## src/rtl/b07_line_points.sv

```systemverilog
// Collinear-point counter after ITC99 b07: walks an 8-pair ROM and counts pairs with 3*x+y == 0.
// Optional B07_OBS_EN: __obs=1 freezes every register (async reset still wins).
module b07_line_points (
    input  logic       clock,
    input  logic       reset,
    input  logic       start,
    output logic [7:0] punti_retta,
    input  logic       __obs
);

    localparam logic [2:0] S_RESET      = 3'd0;
    localparam logic [2:0] S_START      = 3'd1;
    localparam logic [2:0] S_LOAD_X     = 3'd2;
    localparam logic [2:0] S_UPDATE_MAR = 3'd3;
    localparam logic [2:0] S_LOAD_Y     = 3'd4;
    localparam logic [2:0] S_CALC_RETTA = 3'd5;
    localparam logic [2:0] S_INCREMENT  = 3'd6;

    logic [2:0] r_state, w_state_nxt;
    logic [3:0] r_mar, w_mar_nxt;
    logic [7:0] r_x, w_x_nxt;
    logic [7:0] r_y, w_y_nxt;
    logic [7:0] r_t, w_t_nxt;
    logic [7:0] r_cont, w_cont_nxt;
    logic [7:0] r_punti, w_punti_nxt;
    logic [7:0] w_rom;
    logic [7:0] w_cont_inc;
    logic       w_freeze;

`ifdef B07_OBS_EN
    assign w_freeze = __obs;
`else
    logic w_unused_obs;
    assign w_unused_obs = __obs;
    assign w_freeze     = 1'b0;
`endif

    always_comb begin
        unique case (r_mar)
            4'd0:    w_rom = 8'd1;
            4'd1:    w_rom = 8'd255;
            4'd5:    w_rom = 8'd2;
            4'd9:    w_rom = 8'd2;
            4'd10:   w_rom = 8'd255;
            4'd11:   w_rom = 8'd5;
            4'd13:   w_rom = 8'd2;
            4'd15:   w_rom = 8'd2;
            default: w_rom = 8'd0;
        endcase
    end

    // x holds 3*x+y by the time S_INCREMENT runs
    assign w_cont_inc = r_cont + {7'd0, (r_x == 8'd0)};

    always_comb begin
        w_state_nxt = r_state;
        w_mar_nxt   = r_mar;
        w_x_nxt     = r_x;
        w_y_nxt     = r_y;
        w_t_nxt     = r_t;
        w_cont_nxt  = r_cont;
        w_punti_nxt = r_punti;
        case (r_state)
            S_RESET: w_state_nxt = S_START;
            S_START: begin
                if (start) begin
                    w_cont_nxt  = 8'd0;
                    w_mar_nxt   = 4'd0;
                    w_state_nxt = S_LOAD_X;
                end
            end
            S_LOAD_X: begin
                w_x_nxt     = w_rom;
                w_state_nxt = S_UPDATE_MAR;
            end
            S_UPDATE_MAR: begin
                w_mar_nxt   = r_mar + 4'd1;
                w_t_nxt     = r_x + r_x;
                w_state_nxt = S_LOAD_Y;
            end
            S_LOAD_Y: begin
                w_y_nxt     = w_rom;
                w_x_nxt     = r_x + r_t;
                w_state_nxt = S_CALC_RETTA;
            end
            S_CALC_RETTA: begin
                w_x_nxt     = r_x + r_y;
                w_state_nxt = S_INCREMENT;
            end
            S_INCREMENT: begin
                if (r_mar != 4'd15) begin
                    w_cont_nxt  = w_cont_inc;
                    w_mar_nxt   = r_mar + 4'd1;
                    w_state_nxt = S_LOAD_X;
                end else if (!start) begin
                    w_cont_nxt  = w_cont_inc;
                    w_punti_nxt = w_cont_inc;
                    w_state_nxt = S_START;
                end
            end
            default: w_state_nxt = S_RESET;
        endcase
    end

    always_ff @(posedge clock or negedge reset) begin
        if (!reset) begin
            r_state <= S_RESET;
            r_mar   <= 4'd0;
            r_x     <= 8'd0;
            r_y     <= 8'd0;
            r_t     <= 8'd0;
            r_cont  <= 8'd0;
            r_punti <= 8'd0;
        end else if (!w_freeze) begin
            r_state <= w_state_nxt;
            r_mar   <= w_mar_nxt;
            r_x     <= w_x_nxt;
            r_y     <= w_y_nxt;
            r_t     <= w_t_nxt;
            r_cont  <= w_cont_nxt;
            r_punti <= w_punti_nxt;
        end
    end

    assign punti_retta = r_punti;

endmodule

```

## config.mk

```make
export PLATFORM = sky130hd
export DESIGN_NAME = b07_line_points
export DESIGN_NICKNAME = d
export VERILOG_FILES = /design/src/rtl/b07_line_points.sv
export SDC_FILE = /design/constraint.sdc
export NUM_CORES = 1
export LEC_CHECK = 0
export CAP_MARGIN = 20
export CORE_MARGIN = 1.5
export CORE_UTILIZATION = 45
export DETAILED_ROUTE_END_ITERATION = 10
export GPL_TIMING_DRIVEN = 0
export SETUP_SLACK_MARGIN = 0.02
export SYNTH_ARGS = -nofsm -noshare
export SYNTH_HDL_FRONTEND = slang
export SYNTH_SLANG_ARGS = --single-unit
```

## constraint.sdc

```tcl
create_clock -name clock -period 2.7 [get_ports clock]
set_clock_uncertainty 0.05 [all_clocks]
set_input_delay 0.675 -clock clock [delete_from_list [all_inputs] [get_ports clock]]
set_output_delay 0.675 -clock clock [all_outputs]
set_load 0.005 [all_outputs]
```

==> impl_metrics.csv, run 1 <==
group,metric,value,unit
logic_synthesis,synthFlopType,"dfrtp_1",
worst_setup_path,start_kind,"flip-flop",
worst_hold_path,min_path_type,"in -> async",
worst_setup_path,path_max_fanout,10,
logic_synthesis,synth.cell_area,2411,um2
worst_setup_path,rr_startpoint,"r_state[0]",
route,wl_per_cell,13.78,um
worst_setup_path,crit_top_cell,"a21o_1",
logic_synthesis,ys_top_cells_by_area,"dfrtp_1 (44%), ha_1 (6.7%), mux2_2 (6.5%)",
clock_network,cts_tree,"done",
worst_setup_path,r2r_cells,8,
route,firstDrtPassIters,4,
timing,fin_crit,2.568,ns
route,ant_nets,0,
logic_synthesis,synthCells,244,
global_routing,antenna_found_initial,0,
power_and_ir_drop,irDropWorstVdd,0.0006309,V
clock_network,htree_levels,2,
logic_synthesis,synth_seq_area_share,0.4359,
die,die_area,5806,um2
power_and_ir_drop,p_per_area,992.0,nW/um2
clock_network,cts_buffers,5,
timing,finalSetupViolCount,0,
global_routing,grt_pass1_wl,8.197,mm
logic_synthesis,synth_enable_flop_cells,0,
placement,portBuffers,9,
placement,dp_hpwl,3.378,mm
logic_synthesis,ys_seq_elements,42,
route,vias,1769,
timing,hold_violations,0,
die,io_pins,12,
worst_setup_path,r2r_setup_slack,0.13,ns
global_routing,grt_pass1_vias,1762,
timing,fin_crit_sh,0.9511,
worst_setup_path,arrival,2.70,ns
worst_setup_path,worstSetupEndpointType,"flip-flop",
worst_setup_path,timing.rr.end,"r_x[4]",
placement,gp_congestion,0.7544,
clock_network,clock-sinks,42,
layout,fillerInstances,495,
clock_network,cts_root_buf,"clkbuf_8",
route,vias_per_cell,5.312,
route,drc,0,
worst_setup_path,worstSetupPathType,"reg -> reg",
global_routing,grt_max_degree,34,
layout,final_layout_size_suffix_gt1_frac,0.1673,
layout,area_delta_synth_final,12.61,%
die,die_width,76.20,um
worst_setup_path,max_stage_delay,0.44,ns
layout,nets,280,
outcome,outcome,"complete, no violations",
worst_setup_path,worstPathCellList,"clkbuf_4, nand3b_4, mux2_2, fa_1, a21o_1, a21o_1, xor2_1, a221o_1",
logic_synthesis,yosys_warnings,0,
logic_synthesis,synthesis.nets,262,
die,coreArea,5140,um2
layout,fin_util,0.5282,
timing,slew_viol_final,0,
timing,rsz0062_at_grt,"no",
logic_synthesis,yosysTopAreaCellShare,0.4359,
logic_synthesis,synthArstFlopShare,1.000,
die,fp-row-count,26,
route,drtIter0Drc,67,
worst_setup_path,cpMaxStageDelayCell,"dfrtp_2",
placement,dp_slack,0.1190,ns
die,die_h,76.20,um
clock_network,cts_buffer_depth,2,
layout,antenna_cells,0,
job,max-cap-violations,0,
timing,worst_slack,0.1319,ns
route,wl,4.589,mm
timing,fmax,0.3894,GHz
timing,worstMarginPinSlew,0.5168,ns
power_and_ir_drop,power.leakage,1.304,nW
logic_synthesis,synth_cell_types,44,
global_routing,overflow,0,
clock_network,clk_latency,0.29,ns
die,initial_utilization,0.4691,
logic_synthesis,avgSynthCellArea,9.881,um2
logic_synthesis,synth_top_area_cell,"dfrtp_1",
worst_setup_path,critPathRequiredTime,2.83,ns
global_routing,grt_util_all_layers,0.1749,
timing,slew_headroom,0.6555,
clock_network,path_clk_slew,0.08,ns
-- through the flow --
stage / instance area [um2] / total power [mW] / hold slack, ns / TNS, ns / instances
after floorplan: 2411 / 1.974 / 0.3294 / 0 / 244
after global placement: 2589 / 2.250 / 0.4362 / -11.01 / 323
after detailed placement: 2604 / 2.261 / 0.4363 / 0 / 324
after CTS: 2699 / 2.699 / 0.1965 / 0 / 332
after global routing: 2715 / 2.957 / 0.1998 / 0 / 333
final: 2715 / 2.693 / 0.1943 / 0 / 333
-- logic make-up after synthesis --
kind of cell	count (synthesis)	synth area share
xor gates and xnor gates	13	0.04722
and+or+nand+nor	82	0.1754
buffers and inverters	13	0.02802
DFF	42	0.4359
adders and majority gates	14	0.07577
AOI/OAI and AO/OA	64	0.1640
muxes	16	0.07369
-- critical path: cells and delay by family (launching register included) --
family,cells,cell delay (ns)
AOI/OAI and AO/OA,3,0.68
xor gates and xnor gates,1,0.15
adders and majority gates,1,0.43
buffers and inverters,1,0.20
DFF,1,0.44
muxes,1,0.38
and+or+nand+nor,1,0.12
-- final cells by class --
| class | count | area (um2) | share of cell area |
|---|---|---|---|
| repair buffers | 11 | 112.6 | 0.04147 |
| inverters | 4 | 15.01 | 0.005530 |
| multi-input cells | 189 | 1296 | 0.4774 |
| plain buffers | 9 | 55.05 | 0.02028 |
| clock inverters | 2 | 12.51 | 0.004608 |
| well taps | 70 | 87.58 | 0.03226 |
| flip-flops and latches | 42 | 1054 | 0.3880 |
| clock buffers | 6 | 82.58 | 0.03041 |
-- what timing repair did --
action,CTS,global route
buffers inserted,0,1
hold buffers,0,0
endpoints found under the setup margin,0,2
resized for setup,0,4
-- metal layers --
metal | vias up | wire length [um] | track usage
li1 | 904 | - | -
met1 | 849 | 2424 | 0.2414
met2 | 14 | 2045 | 0.2802
met3 | 2 | 94 | 0.03713
met4 | 0 | 25 | 0.04630
met5 | - | 0 | 0
-- cells in the final DEF, fill, tap and decap left out, types with 6 or more instances in the layout --
cell / synthesis / routed
a21oi_1: 18 / 17
nand2_1: 28 / 28
nand2b_1: 7 / 7
clkbuf_8: 0 / 6
mux2_2: 14 / 14
buf_2: 6 / 6
a21o_1: 6 / 6
nand3_1: 6 / 6
clkdlybuf4s50_1: 0 / 8
ha_1: 13 / 13
dfrtp_1: 42 / 40
xor2_1: 6 / 6
o21ai_0: 20 / 20
xnor2_1: 7 / 7
nor2_1: 22 / 22
-- cells in the mapped netlist, drive strengths merged (2+ instances only) --
library cell / instances
nor2: 22
nor3: 3
a31oi: 3
ha: 13
nand3b: 3
buf: 8
inv: 4
o21ai: 24
nand3: 6
a21oi: 20
nand2: 28
a22o: 2
xnor2: 7
or4: 2
dfrtp: 42
xor2: 6
a21o: 6
mux2: 14
nand2b: 7
and3: 4
nor2b: 2
mux2i: 2
-- worst max-delay path by stage --
stage,start,end,cells after the start
finish,r_state[0],r_x[4],8
global route,r_state[0],r_x[4],8
CTS,r_state[2],r_x[6],9
detailed placement,r_state[0],r_x[4],8
global placement,reset,r_t[2],1
floorplan,r_state[2],r_x[4],8
-- report_power, final --
group	internal, mW	switching [mW]	total (mW)
Sequential	0.818	0.160	0.978
Clock	0.206	0.214	0.419
Combinational	0.601	0.696	1.30
Total	1.62	1.07	2.69
-- sequential cells by signal (all words and copies together) (netlist names) --
name and flops:
punti_retta 8, r_y 4, r_x 8, r_mar 4
r_state 3, r_cont 8, r_t 7
(Power assumes the default switching activity.)
==> inputs of run 2 (changes only) <==
Settings changed: CTS_CLUSTER_DIAMETER from default to 50.
==> results of run 2 <==
The final DEF is identical to that of run 1; final timing and power are the same.
